--- config.mk ---
export PLATFORM = sky130hd
export DESIGN_NAME = dfi_modport
export DESIGN_NICKNAME = d
export VERILOG_FILES = /design/src/rtl/dfi_modport_pkg.sv /design/src/rtl/dfi_modport_lp_hs.sv /design/src/rtl/dfi_modport.sv
export SDC_FILE = /design/constraint.sdc
export NUM_CORES = 1
export LEC_CHECK = 0
export CAP_MARGIN = 40
export CORE_ASPECT_RATIO = 1.25
export CORE_MARGIN = 3
export CORE_UTILIZATION = 40
export CTS_BUF_LIST = sky130_fd_sc_hd__clkbuf_4 sky130_fd_sc_hd__clkbuf_8
export DETAILED_ROUTE_END_ITERATION = 6
export PLACE_DENSITY_LB_ADDON = 0.12
export SLEW_MARGIN = 20
export SYNTH_ARGS = -nofsm -noshare
export SYNTH_HDL_FRONTEND = slang
export SYNTH_SLANG_ARGS = --single-unit
--- constraint.sdc ---
create_clock -name clock -period 2.4 [get_ports clock]
set_input_delay 0.48 -clock clock [delete_from_list [all_inputs] [get_ports clock]]
set_output_delay 0.48 -clock clock [all_outputs]
set_load 0.005 [all_outputs]
--- src/rtl/dfi_modport_pkg.sv ---
// Shared types and widths for the DFI handshake arbiter.
package dfi_modport_pkg;

  localparam int unsigned WAKEUP_W = 6;
  localparam int unsigned TYPE_W   = 2;

  // One grant at a time: every handshake owns the DFI side exclusively.
  typedef enum logic [2:0] {
    ST_IDLE       = 3'd0,
    ST_PUPD       = 3'd1,
    ST_PMSTR      = 3'd2,
    ST_CUPD       = 3'd3,
    ST_CUPD_DRAIN = 3'd4,
    ST_LPC        = 3'd5,
    ST_LPD        = 3'd6,
    ST_LP_DRAIN   = 3'd7
  } state_e;

  function automatic logic is_phy_grant(input state_e s);
    return (s == ST_PUPD) || (s == ST_PMSTR);
  endfunction

endpackage

--- src/rtl/dfi_modport_lp_hs.sv ---
// One low-power req/ack handshake with a response timeout.
module dfi_lp_hs
  import dfi_modport_pkg::*;
#(
  parameter int unsigned TRESP = 8
) (
  input  logic                clock,
  input  logic                reset,
  input  logic                clear_i,
  input  logic                active_i,
  input  logic                load_i,
  input  logic                en_i,
  input  logic                ack_i,
  input  logic [WAKEUP_W-1:0] wakeup_i,
  output logic                req_o,
  output logic [WAKEUP_W-1:0] wakeup_o,
  output logic                reject_o,
  output logic                timeout_o,
  output logic                release_o
);

  localparam int unsigned      CNT_W    = $clog2(TRESP + 1);
  localparam logic [CNT_W-1:0] CNT_LAST = CNT_W'(TRESP - 1);

  logic                req_q, req_d;
  logic                acked_q, acked_d;
  logic                reject_q, reject_d;
  logic [CNT_W-1:0]    cnt_q, cnt_d;
  logic [WAKEUP_W-1:0] wakeup_q, wakeup_d;
  logic                waiting;

  // Count unanswered request cycles; withdraw on timeout or once the enable drops after an ack.
  always_comb begin
    waiting   = active_i & req_q & ~ack_i & ~acked_q;
    timeout_o = waiting & (cnt_q == CNT_LAST);
    release_o = active_i & (acked_q | (req_q & ack_i)) & ~en_i;
    req_d     = active_i & ~timeout_o & ~release_o;
    acked_d   = active_i & (acked_q | (req_q & ack_i));
    reject_d  = timeout_o;
    cnt_d     = '0;
    if (active_i) begin
      cnt_d = waiting ? cnt_q + 1'b1 : cnt_q;
    end
    wakeup_d = wakeup_q;
    if (clear_i) begin
      wakeup_d = '0;
    end else if (load_i) begin
      wakeup_d = wakeup_i;
    end
  end

  // Handshake state registers.
  always_ff @(posedge clock) begin
    if (reset) begin
      req_q    <= 1'b0;
      acked_q  <= 1'b0;
      reject_q <= 1'b0;
      cnt_q    <= '0;
      wakeup_q <= '0;
    end else begin
      req_q    <= req_d;
      acked_q  <= acked_d;
      reject_q <= reject_d;
      cnt_q    <= cnt_d;
      wakeup_q <= wakeup_d;
    end
  end

  assign req_o    = req_q;
  assign reject_o = reject_q;
  assign wakeup_o = wakeup_q;

endmodule

--- src/rtl/dfi_modport.sv ---
// Controller-side DFI handshake arbiter: grants one of phyupd, phymstr,
// ctrlupd, lp_ctrl or lp_data at a time and blocks the core meanwhile.
module dfi_modport
  import dfi_modport_pkg::*;
#(
  parameter int unsigned TLP_RESP     = 8,
  parameter int unsigned TPHYUPD_RESP = 16,
  parameter int unsigned TCTRLUPD_MAX = 32
) (
  input  logic                clock,
  input  logic                reset,
  input  logic                init_start,
  input  logic                cmd_busy_i,
  input  logic                lp_ctrl_en_i,
  input  logic [WAKEUP_W-1:0] lp_ctrl_wakeup_i,
  input  logic                lp_data_en_i,
  input  logic [WAKEUP_W-1:0] lp_data_wakeup_i,
  input  logic                ctrlupd_en_i,
  input  logic                lp_ctrl_ack,
  input  logic                lp_data_ack,
  input  logic                ctrlupd_ack,
  input  logic                phyupd_req,
  input  logic [TYPE_W-1:0]   phyupd_type,
  input  logic                phymstr_req,
  input  logic [TYPE_W-1:0]   phymstr_type,
  output logic                lp_ctrl_req,
  output logic                lp_data_req,
  output logic                ctrlupd_req,
  output logic [WAKEUP_W-1:0] lp_ctrl_wakeup,
  output logic [WAKEUP_W-1:0] lp_data_wakeup,
  output logic                phyupd_ack,
  output logic                phymstr_ack,
  output logic                cmd_block_o,
  output logic [1:0]          lp_reject_o,
  output logic [TYPE_W-1:0]   upd_type_o
);

  // Grant-to-ack latency is two edges; a smaller PHY budget can never be met.
  if (TPHYUPD_RESP < 2) begin : g_tphyupd_check
    $error("TPHYUPD_RESP must cover the two-edge grant-to-ack latency");
  end

  localparam int unsigned   CU_W    = $clog2(TCTRLUPD_MAX + 1);
  localparam logic [CU_W-1:0] CU_LAST = CU_W'(TCTRLUPD_MAX - 1);

  state_e            state_q, state_d;
  logic              lp_sel_q, lp_sel_d;
  logic              ctrlupd_req_q, ctrlupd_req_d;
  logic              cu_acked_q, cu_acked_d;
  logic [CU_W-1:0]   cu_cnt_q, cu_cnt_d;
  logic              phyupd_ack_q, phyupd_ack_d;
  logic              phymstr_ack_q, phymstr_ack_d;
  logic              cmd_block_q, cmd_block_d;
  logic [TYPE_W-1:0] upd_type_q, upd_type_d;

  logic pending;
  logic cu_active, cu_waiting, cu_timeout, cu_release;
  logic lpc_active, lpc_load, lpc_timeout, lpc_release, lpc_reject;
  logic lpd_active, lpd_load, lpd_timeout, lpd_release, lpd_reject;

  assign lpc_active = (state_q == ST_LPC) & ~init_start;
  assign lpd_active = (state_q == ST_LPD) & ~init_start;
  assign lpc_load   = (state_q == ST_IDLE) & (state_d == ST_LPC);
  assign lpd_load   = (state_q == ST_IDLE) & (state_d == ST_LPD);

  dfi_lp_hs #(.TRESP(TLP_RESP)) u_lp_ctrl (
    .clock     (clock),
    .reset     (reset),
    .clear_i   (init_start),
    .active_i  (lpc_active),
    .load_i    (lpc_load),
    .en_i      (lp_ctrl_en_i),
    .ack_i     (lp_ctrl_ack),
    .wakeup_i  (lp_ctrl_wakeup_i),
    .req_o     (lp_ctrl_req),
    .wakeup_o  (lp_ctrl_wakeup),
    .reject_o  (lpc_reject),
    .timeout_o (lpc_timeout),
    .release_o (lpc_release)
  );

  dfi_lp_hs #(.TRESP(TLP_RESP)) u_lp_data (
    .clock     (clock),
    .reset     (reset),
    .clear_i   (init_start),
    .active_i  (lpd_active),
    .load_i    (lpd_load),
    .en_i      (lp_data_en_i),
    .ack_i     (lp_data_ack),
    .wakeup_i  (lp_data_wakeup_i),
    .req_o     (lp_data_req),
    .wakeup_o  (lp_data_wakeup),
    .reject_o  (lpd_reject),
    .timeout_o (lpd_timeout),
    .release_o (lpd_release)
  );

  // Controller-update handshake: hold req until acked and released, or until the wait limit.
  always_comb begin
    cu_active     = (state_q == ST_CUPD) & ~init_start;
    cu_waiting    = cu_active & ctrlupd_req_q & ~ctrlupd_ack & ~cu_acked_q;
    cu_timeout    = cu_waiting & (cu_cnt_q == CU_LAST);
    cu_release    = cu_active & (cu_acked_q | (ctrlupd_req_q & ctrlupd_ack)) & ~ctrlupd_en_i;
    ctrlupd_req_d = cu_active & ~cu_timeout & ~cu_release;
    cu_acked_d    = cu_active & (cu_acked_q | (ctrlupd_req_q & ctrlupd_ack));
    cu_cnt_d      = '0;
    if (cu_active) begin
      cu_cnt_d = cu_waiting ? cu_cnt_q + 1'b1 : cu_cnt_q;
    end
  end

  // Arbitration FSM; grants leave IDLE only while the core is quiet.
  always_comb begin
    pending  = phyupd_req | phymstr_req | ctrlupd_en_i | lp_ctrl_en_i | lp_data_en_i;
    state_d  = state_q;
    lp_sel_d = lp_sel_q;
    case (state_q)
      ST_IDLE: begin
        if (!cmd_busy_i) begin
          if (phyupd_req) begin
            state_d = ST_PUPD;
          end else if (phymstr_req) begin
            state_d = ST_PMSTR;
          end else if (ctrlupd_en_i) begin
            state_d = ST_CUPD;
          end else if (lp_ctrl_en_i) begin
            state_d  = ST_LPC;
            lp_sel_d = 1'b0;
          end else if (lp_data_en_i) begin
            state_d  = ST_LPD;
            lp_sel_d = 1'b1;
          end
        end
      end
      ST_PUPD:       if (!phyupd_req)  state_d = ST_IDLE;
      ST_PMSTR:      if (!phymstr_req) state_d = ST_IDLE;
      ST_CUPD: begin
        if (cu_timeout)      state_d = ST_IDLE;
        else if (cu_release) state_d = ST_CUPD_DRAIN;
      end
      ST_CUPD_DRAIN: if (!ctrlupd_ack) state_d = ST_IDLE;
      ST_LPC: begin
        if (lpc_timeout)      state_d = ST_IDLE;
        else if (lpc_release) state_d = ST_LP_DRAIN;
      end
      ST_LPD: begin
        if (lpd_timeout)      state_d = ST_IDLE;
        else if (lpd_release) state_d = ST_LP_DRAIN;
      end
      ST_LP_DRAIN: begin
        if (!(lp_sel_q ? lp_data_ack : lp_ctrl_ack)) state_d = ST_IDLE;
      end
      default: state_d = ST_IDLE;
    endcase
    if (init_start) begin
      state_d = ST_IDLE;
    end
  end

  // Registered PHY acks, update type and core block.
  always_comb begin
    phyupd_ack_d  = (state_q == ST_PUPD)  & phyupd_req  & ~init_start;
    phymstr_ack_d = (state_q == ST_PMSTR) & phymstr_req & ~init_start;
    upd_type_d    = '0;
    if (state_q == ST_IDLE && state_d == ST_PUPD) begin
      upd_type_d = phyupd_type;
    end else if (state_q == ST_IDLE && state_d == ST_PMSTR) begin
      upd_type_d = phymstr_type;
    end else if (is_phy_grant(state_d)) begin
      upd_type_d = upd_type_q;
    end
    cmd_block_d = ~init_start & ((state_d != ST_IDLE) | pending);
  end

  // State and output registers.
  always_ff @(posedge clock) begin
    if (reset) begin
      state_q       <= ST_IDLE;
      lp_sel_q      <= 1'b0;
      ctrlupd_req_q <= 1'b0;
      cu_acked_q    <= 1'b0;
      cu_cnt_q      <= '0;
      phyupd_ack_q  <= 1'b0;
      phymstr_ack_q <= 1'b0;
      cmd_block_q   <= 1'b0;
      upd_type_q    <= '0;
    end else begin
      state_q       <= state_d;
      lp_sel_q      <= lp_sel_d;
      ctrlupd_req_q <= ctrlupd_req_d;
      cu_acked_q    <= cu_acked_d;
      cu_cnt_q      <= cu_cnt_d;
      phyupd_ack_q  <= phyupd_ack_d;
      phymstr_ack_q <= phymstr_ack_d;
      cmd_block_q   <= cmd_block_d;
      upd_type_q    <= upd_type_d;
    end
  end

  assign ctrlupd_req = ctrlupd_req_q;
  assign phyupd_ack  = phyupd_ack_q;
  assign phymstr_ack = phymstr_ack_q;
  assign cmd_block_o = cmd_block_q;
  assign upd_type_o  = upd_type_q;
  assign lp_reject_o = {lpd_reject, lpc_reject};

endmodule

# Word level (Yosys, flattened, before mapping)
# Cells that the tools add are included.
[word_totals]
ram_bits = 0
ff_bits = 43
output_inout_bits = 22
input_bits = 28
mem_bits_ro = 0
wordCells = 139
latchBits = 0
n_memories = 0
[op_classes]
eq_ne = 15
order_cmp = 0
reduce_logical = 11
bitwise = 67
mux = 24
multipliers = 0
addsub = 3
n_shift = 0
n_div = 0
[ops]
columns = ["operator", "count"]
rows = [
  ["$mux 3", 17],
  ["$and 1x1->1", 37],
  ["$pmux 3 s8", 1],
  ["$not 1->1", 22],
  ["$eq 3x3->1 const B", 6],
  ["$eq 3x2->1 const B", 3],
  ["$add 4x1->4 const B", 2],
  ["$eq 4x3->1 const B", 2],
  ["$or 1x1->1", 8],
  ["$reduce_or 2->1", 4],
  ["$add 6x1->6 const B", 1],
  ["$eq 3x1->1 const B", 2],
  ["$eq 6x5->1 const B", 1],
  ["$mux 2", 3],
  ["$reduce_and 6->1", 1],
  ["$logic_not 3->1", 1],
  ["$mux 1", 3],
  ["$ne 3x3->1 const B", 1],
  ["$reduce_bool 3->1", 1],
  ["$logic_and 1x1->1", 2],
  ["$reduce_bool 2->1", 1],
  ["$logic_or 1x1->1", 1],
]

# Logic depth before layout (Yosys ltp)
# Gate-level depths: netlist (run 1).
[logic_depth]
word_depth = 14
depth_mapped = 9
mapped_depth_nobuf = 8

# Hierarchy
# A second synthesis (run 1) with hierarchy kept.
[hier_totals]
cells_unflattened = 238
hier_area_um2 = 2113.3
[by_module_without_submodules]
columns = ["mod", "n_inst", "area_each_um2", "seq_area_each_um2", "cells_per_inst"]
rows = [
  ["dfi_modport", 1, 1059.8, 340.3, 134],
  ["dfi_lp_hs", 2, 526.8, 260.2, 52],
]

# Worst setup path after synthesis (run 1)
# No wires, ideal clock.
[synth_timing]
path_type = "register to register"
from = "register u_lp_data.cnt_q[0]"
to = "register u_lp_ctrl.wakeup_q[2], in the netlist u_lp_ctrl.wakeup_o[2]"
path_stages_with_launch = 10
path_buffers = 1
t_required_ns = 2.331
slack_ns = 0.313
setup_time_ns = 0.069
period_less_slack_ns = 2.087
arrival_ns = 2.018
path_cell_list = "dfxtp_1 ha_1 nor4bb_1 a21oi_2 nor4bb_1 a211o_1 nor4b_4 buf_6 nand3_1 o21ai_1"
[synth_between]
elab_chain_cells = 7
[synth_rtl]
columns = ["element", "line_no", "rtl"]
rows = [
  ["start, declared", "dfi_modport_lp_hs.sv:28", "logic [CNT_W-1:0] cnt_q, cnt_d;"],
  ["start signal, assigned", "dfi_modport_lp_hs.sv:64", "cnt_q <= cnt_d;"],
  ["$eq 4x3->1", "dfi_modport_lp_hs.sv:35", "timeout_o = waiting & (cnt_q == CNT_LAST);"],
  ["$and 1x1->1", "dfi_modport_lp_hs.sv:35", ""],
  ["$mux 3", "dfi_modport.sv:147", "if (lpd_timeout) state_d = ST_IDLE;"],
  ["$pmux 3 s8", "dfi_modport.sv:117", "case (state_q)"],
  ["$mux 3", "dfi_modport.sv:155", "if (init_start) begin"],
  ["$eq 3x3->1", "dfi_modport.sv:63", "assign lpc_load = (state_q == ST_IDLE) & (state_d == ST_LPC);"],
  ["$and 1x1->1", "dfi_modport.sv:63", ""],
  ["end signal, assigned", "dfi_modport_lp_hs.sv:65", "wakeup_q <= wakeup_d;"],
  ["end, declared", "dfi_modport_lp_hs.sv:29", "logic [WAKEUP_W-1:0] wakeup_q, wakeup_d;"],
]
# No other way between the ends.
# A chain may end at the register's enable or synchronous reset.

# Worst setup path in the final report (run 1)
[layout_timing]
from = "input port lp_data_en_i"
to = "register u_lp_ctrl.wakeup_q[0], in the netlist u_lp_ctrl.wakeup_o[0]"
[layout_between]
elab_chain_cells = 10
elab_cells_between_ends = 14
classes_between = "1 x eq/ne; 10 x mux; 3 x bitwise"
[layout_rtl]
columns = ["element", "line_no", "rtl"]
rows = [
  ["start, declared", "dfi_modport.sv:16", "input logic lp_data_en_i,"],
  ["$mux 3", "dfi_modport.sv:129", "end else if (lp_data_en_i) begin"],
  ["$mux 3", "dfi_modport.sv:126", "end else if (lp_ctrl_en_i) begin"],
  ["$mux 3", "dfi_modport.sv:124", "end else if (ctrlupd_en_i) begin"],
  ["$mux 3", "dfi_modport.sv:122", "end else if (phymstr_req) begin"],
  ["$mux 3", "dfi_modport.sv:120", "if (phyupd_req) begin"],
  ["$mux 3", "dfi_modport.sv:119", "if (!cmd_busy_i) begin"],
  ["$pmux 3 s8 (*)", "dfi_modport.sv:117", ""],
  ["$mux 3 (*)", "dfi_modport.sv:155", ""],
  ["$eq 3x3->1 (*)", "dfi_modport.sv:63", ""],
  ["$and 1x1->1 (*)", "dfi_modport.sv:63", ""],
]
# Mark *: on every way between the ends. The rest lies on a longest branch, timed or not.

==> results of run 1 <==
layout make-up:
| class | count | area (um^2) |
|---|---|---|
| fill | 446 | 1767 |
| tap | 60 | 75.07 |
| inverter | 3 | 11.26 |
| sequential | 43 | 863.3 |
| multi-input combinational | 163 | 1176 |
| clock buffer | 6 | 76.32 |
| clock inverter | 1 | 30.03 |
| timing repair buffer | 93 | 870.8 |
stage by stage:
step	setup WS, ns	setup TNS [ns]	std cells	area, um^2	utilization
after floorplan	0.3131	0	222	2063	-
after global placement	-0.5318	-6.280	354	2826	0.5804
after detailed placement	-0.5779	-6.796	354	2826	0.5804
after CTS	0.01457	0	366	3005	0.6172
after global routing	-0.007154	-0.007154	369	3103	0.6372
final	0.1299	0	369	3103	0.6372
synth_stat cells (all sizes together), types with 2 or more instances:
master / instances
xnor2: 4
ha: 3
buf: 7
nor4b: 4
nor4bb: 3
nor3b: 8
or2: 4
nand3: 15
inv: 3
nand3b: 2
nand4: 3
dfxtp: 43
nor2: 32
nand2: 19
nor3: 3
o21ai: 15
and2: 2
a211oi: 3
o21bai: 2
clkbuf: 6
a21oi: 9
nor2b: 5
xor2: 7
mux2i: 2
nor4: 2
state kept, by name (all words and copies together) (netlist names), 2 cells and up:
| register | count |
|---|---|
| cu_cnt_q | 6 |
| state_q | 3 |
| upd_type_o | 2 |
| u_lp_ctrl.cnt_q | 4 |
| u_lp_ctrl.wakeup_o | 6 |
| u_lp_data.cnt_q | 4 |
| u_lp_data.wakeup_o | 6 |
path summary, 6_finish.rpt:
path                            slack (ns)               endpoint                   from  depth (start not counted)
worst max-delay path                  0.13  u_lp_ctrl.wakeup_o[0]           lp_data_en_i                          9
worst max register to register        0.16  u_lp_data.wakeup_o[1]             state_q[1]                         10
worst min-delay path                  0.46  u_lp_ctrl.wakeup_o[2]  u_lp_ctrl.wakeup_o[2]                          2
worst min register to register        0.46  u_lp_ctrl.wakeup_o[2]  u_lp_ctrl.wakeup_o[2]                          2
routing by layer:
| metal | vias up | global-route usage | share of wire |
|---|---|---|---|
| li1 | 952 | - | - |
| met1 | 847 | 0.1891 | 0.42 |
| met2 | 46 | 0.3118 | 0.51 |
| met3 | 6 | 0.03944 | 0.051 |
| met4 | 0 | 0.06794 | 0.018 |
| met5 | - | 0 | 0 |
repair_timing:
item	in CTS	in global routing
endpoints found under the setup margin	14	14
setup buffers	4	3
gates cloned	1	0
pin swaps	3	7
endpoints found under the hold margin	0	0
gates resized for setup	7	18
report_power, final:
| group | switching [uW] | leakage [uW] | internal, uW | total [uW] |
|---|---|---|---|---|
| clock network | 240 | 0.0000547 | 316 | 557 |
| registers | 10.3 | 0.000348 | 722 | 732 |
| logic | 104 | 0.000835 | 139 | 243 |
logic make-up (layout without fill, tap and decap cells):
family / count (synthesis) / count (layout) / synth area share
multiplexers: 3 / 3 / 0.01516
AND/OR/NAND/NOR: 108 / 108 / 0.3208
XOR/XNOR: 11 / 11 / 0.04669
adder cells (fa/ha/maj): 3 / 3 / 0.01819
flip-flops: 43 / 43 / 0.4172
buffers and inverters: 16 / 103 / 0.04669
AO/OA/AOI/OAI: 38 / 38 / 0.1352
worst max-delay path, delay by kind of cell:
family          cells  cell delay (ns)
buf+inv             4             0.98
compound gates      2             0.32
simple gates        3             0.69
==> run metrics, run 1 <==
status=completed; post-synth top area share=0.4172; CP Launch Type=primary input; share of final-layout standard cells stronger than drive strength 1=0.2718; number of enable-type register cells in the synthesized netlist=0; Clock Sink Count=43; final routed wire length divided by cell count=13.12 um; chip height=86.30 um; wire length of the first global-routing pass=8273 um; GRT Residual Overflow=0; pin count of the biggest net entering global routing=25; Initial Util=0.4237; Synth cell types=53; Post-Synthesis Net Count=253; min-delay worst type=register to register; Final setup viols=0; post-synth design cell area=2063 um^2; main flop type after synthesis=sky130_fd_sc_hd__dfxtp_1; Max FO, Critical Path=6; worst slew margin relative to its limit=0.7712; CTS H-tree lvls=2; CP required=2.59 ns; count of input and output buffers=49; crit path cell chain=clkdlybuf4s50_1, buf_4, nor4_4, nor2b_1, a41o_2, buf_6, nor4b_4, buf_4, o21ai_0; total design power=1532 uW; placeable core area=4870 um^2; Power per Cell Area=493.8 nW/um^2; TritonCTS clock tree=yes; arrival time at the worst endpoint=2.46 ns; Hold WS=0.4586 ns; category of the most critical setup path=primary input to register; Die Area=6061 um^2; post-layout minimum cycle time=2.270 ns; most frequent cells in the layout=sky130_fd_sc_hd__clkdlybuf4s50_1 (43), sky130_fd_sc_hd__dfxtp_1 (41), sky130_fd_sc_hd__buf_4 (37); largest area contributor in the synthesized netlist=sky130_fd_sc_hd__dfxtp_1; maximum count of clock buffers along a single path=2; number of nets in the final layout=340; number of remaining DRC errors=0; number of detailed-routing iterations run before antenna repair=4; fin. max-slew vios=0; Area growth syn-to-layout=50.39%; slowest cell on the critical path=sky130_fd_sc_hd__clkdlybuf4s50_1; Synth area leaders=sky130_fd_sc_hd__dfxtp_1 (42%), sky130_fd_sc_hd__nor2_1 (5.8%), sky130_fd_sc_hd__nand2_1 (3.5%); Critical Path End Type=register; static leakage=0.001237 uW; clock transition at the register clock pins on the worst setup and hold paths after CTS=0.08 ns; Cells after Synth=222; Syn. warnings=0; hold-fix buffers at CTS=0; FMAX=440.5 MHz; most used cell, CP=sky130_fd_sc_hd__buf_4; maximum cell stage delay along the critical path=0.47 ns; total routing resource utilization after global routing=0.1705; detailed-route vias per instance=5.016; Worst Max-Slew Pin Slew=0.3432 ns; post-route clock skew=0.007980 ns; number of nets with antenna violations after routing=0; Max-Cap Viols=0; I/O pin cnt=50; number of global-route vias before repair=1,827; DRC violation total after the first TritonRoute iteration=77; vias=1,851; ANT cells=0; most common cell after layout, fill and taps aside=sky130_fd_sc_hd__clkdlybuf4s50_1; largest voltage drop on the vdd net=312.5 uV; register bit count reported by yosys=43; synthesized area divided by synthesized cell count=9.294 um^2; sequential share of the synthesized area=0.4172; number of placement rows=28; Hold Fails Final Rpt=0; number of CTS-inserted buffers=5; clock tree root driver cell=sky130_fd_sc_hd__clkbuf_8; total wire length after detailed routing=4842 um; clock insertion delay at the later pin of the skew report=0.30 ns; part of the cycle the worst path needs=0.9459; async set-or-reset flop fraction in the synthesized netlist=0; HPWL Detailed=3498 um; die outline width=70.24 um; final weighted congestion in routability-driven placement=0.8574; antenna violations before repair=0
No activity file was read; power rests on OpenSTA's default activity.
==> run 2, diff against run 1 <==
--- a/config.mk
+++ b/config.mk
@@ -11,6 +11,7 @@
 export CORE_UTILIZATION = 40
 export CTS_BUF_LIST = sky130_fd_sc_hd__clkbuf_4 sky130_fd_sc_hd__clkbuf_8
 export DETAILED_ROUTE_END_ITERATION = 6
+export GPL_TIMING_DRIVEN = 0
 export PLACE_DENSITY_LB_ADDON = 0.12
 export SLEW_MARGIN = 20
 export SYNTH_ARGS = -nofsm -noshare
==> run 2 against run 1 <==
Effect of this change: first-iteration DRC count decreased by 3.9%; critical path depth unchanged; critical endpoint is now u_lp_data.wakeup_o[5]; worst setup slack got worse by 0.028 ns; sequential share of layout area increased by 1.8 points; critical path type unchanged; non-clock buffer count decreased by 22; register-to-register slack improved by 0.04 ns; sequential cell count unchanged.
==> run metrics, run 2 (synthesized netlist as in run 1, its figures left out) <==
status=completed; Die Area=6061 um^2; post-layout instance count excluding filler cells=348; wire length of the first global-routing pass=7838 um; Power per Cell Area=501.1 nW/um^2; FMAX=435.2 MHz; DRC violation total after the first TritonRoute iteration=74; antenna violations before repair=0; Critical Path End Type=register; Final setup viols=0; final routed wire length divided by cell count=13.02 um; number of nets with antenna violations after routing=0; static leakage=0.001062 uW; Worst Reg-to-Reg Cells=8; number of fill cells=445; post-layout worst setup margin=0.1022 ns; share of final-layout standard cells stronger than drive strength 1=0.2153; clock insertion delay at the later pin of the skew report=0.29 ns; CP required=2.59 ns; most frequent cells in the layout=sky130_fd_sc_hd__clkdlybuf4s50_1 (43), sky130_fd_sc_hd__dfxtp_1 (41), sky130_fd_sc_hd__nor2_1 (32); count of input and output buffers=48; category of the most critical setup path=primary input to register; min-delay worst type=register to register; total wire length after detailed routing=4531 um; area occupied by multi-input gates=1206 um^2; I/O pin cnt=50; largest voltage drop on the vdd net=333.4 uV; GRT Residual Overflow=0; die outline width=70.24 um; worst slack after detailed placement=-0.5709 ns; number of global-route vias before repair=1,788; maximum count of clock buffers along a single path=2; placeable core area=4870 um^2; pin count of the biggest net entering global routing=13; number of CTS-inserted buffers=5; Initial Util=0.4237; part of the cycle the worst path needs=0.9574; final weighted congestion in routability-driven placement=0.7889; CTS H-tree lvls=2; clock tree root driver cell=sky130_fd_sc_hd__clkbuf_8; TritonCTS clock tree=yes; Max FO, Critical Path=5; fin. max-slew vios=0; post-route clock skew=0.005427 ns; post-layout minimum cycle time=2.298 ns; Worst Max-Slew Pin Slew=0.6303 ns; vias=1,786; CP Launch Type=primary input; most common cell after layout, fill and taps aside=sky130_fd_sc_hd__clkdlybuf4s50_1; chip height=86.30 um; hold-fix buffers at CTS=0; detailed-route vias per instance=5.132; total routing resource utilization after global routing=0.1602; Clock Sink Count=43; Area growth syn-to-layout=41.12%; number of remaining DRC errors=0; number of placement rows=28; arrival time at the worst endpoint=2.49 ns; number of detailed-routing iterations run before antenna repair=4; Max-Cap Viols=0; FF+latch area=863.3 um^2; clock transition at the register clock pins on the worst setup and hold paths after CTS=0.07 ns; HPWL Detailed=3345 um; worst slew margin relative to its limit=0.5789; ANT cells=0; WHS Path Cells=2; Placed Cells incl. Taps=330; number of nets in the final layout=318; Hold Fails Final Rpt=0
-- run 2: final cells by class --
| type | instances | area share |
|---|---|---|
| Tap cell | 60 | 0.02578 |
| Clock buffer | 8 | 0.03567 |
| Timing Repair Buffer | 58 | 0.1925 |
| Multi-Input combinational cell | 163 | 0.4143 |
| Inverter | 3 | 0.003868 |
| Sequential cell | 43 | 0.2965 |
| Buffer | 13 | 0.03137 |
-- run 2: what timing repair did --
action,CTS,global route
resized for setup,7,22
pin swaps,4,9
setup endpoints to repair,14,14
gates cloned,0,1
buffers inserted,4,5
-- run 2: worst paths after layout --
path	end	startpoint	slack [ns]
max	u_lp_data.wakeup_o[5]	ctrlupd_en_i	0.10
min	u_lp_data.wakeup_o[5]	u_lp_data.wakeup_o[5]	0.45
max reg2reg	u_lp_data.wakeup_o[5]	state_q[1]	0.20
min reg2reg	u_lp_data.wakeup_o[5]	u_lp_data.wakeup_o[5]	0.45
-- run 2: worst max-delay path: stages --
cell and delay [ns]:
sky130_fd_sc_hd__clkdlybuf4s50_1 0.49, sky130_fd_sc_hd__nor2_1 0.23, sky130_fd_sc_hd__o211ai_1 0.17, sky130_fd_sc_hd__a21oi_2 0.21
sky130_fd_sc_hd__o41ai_4 0.12, sky130_fd_sc_hd__buf_4 0.17, sky130_fd_sc_hd__nor4b_4 0.31, sky130_fd_sc_hd__buf_4 0.23
sky130_fd_sc_hd__o21ai_1 0.07
-- run 2: power breakdown --
group | internal, uW | switching (uW)
logic | 118 | 100
clock network | 274 | 235
registers | 722 | 10.5
-- run 2: metal layers --
layer,share of wire,track usage,up-vias,routed length [um]
met2,0.51,0.2871,48,2300
met4,0.016,0.06272,0,72
met5,0,0,-,0
met3,0.061,0.04060,6,277
met1,0.42,0.1810,821,1881
li1,-,-,911,-
-- run 2: stage by stage --
| stage | TNS [ns] | area [um^2] | util | total power, uW | hold slack (ns) |
|---|---|---|---|---|---|
| after global placement | -7.895 | 2619 | 0.5378 | 933.7 | 0.4360 |
| after floorplan | 0 | 2063 | - | 849.8 | 0.4447 |
| after global routing | -0.002852 | 2912 | 0.5979 | 1530 | 0.4778 |
| after detailed placement | -7.424 | 2619 | 0.5378 | 933.9 | 0.4413 |
| after CTS | 0 | 2788 | 0.5725 | 1455 | 0.4524 |
| final | 0 | 2912 | 0.5979 | 1459 | 0.4473 |
==> run 3, diff against run 2 <==
--- a/config.mk
+++ b/config.mk
@@ -5,6 +5,7 @@
 export SDC_FILE = /design/constraint.sdc
 export NUM_CORES = 1
 export LEC_CHECK = 0
+export ABC_CLOCK_PERIOD_IN_PS = 2400
 export CAP_MARGIN = 40
 export CORE_ASPECT_RATIO = 1.25
 export CORE_MARGIN = 3
==> results of run 3 <==
No change in the layout: final DEF, timing and power equal those of run 2.
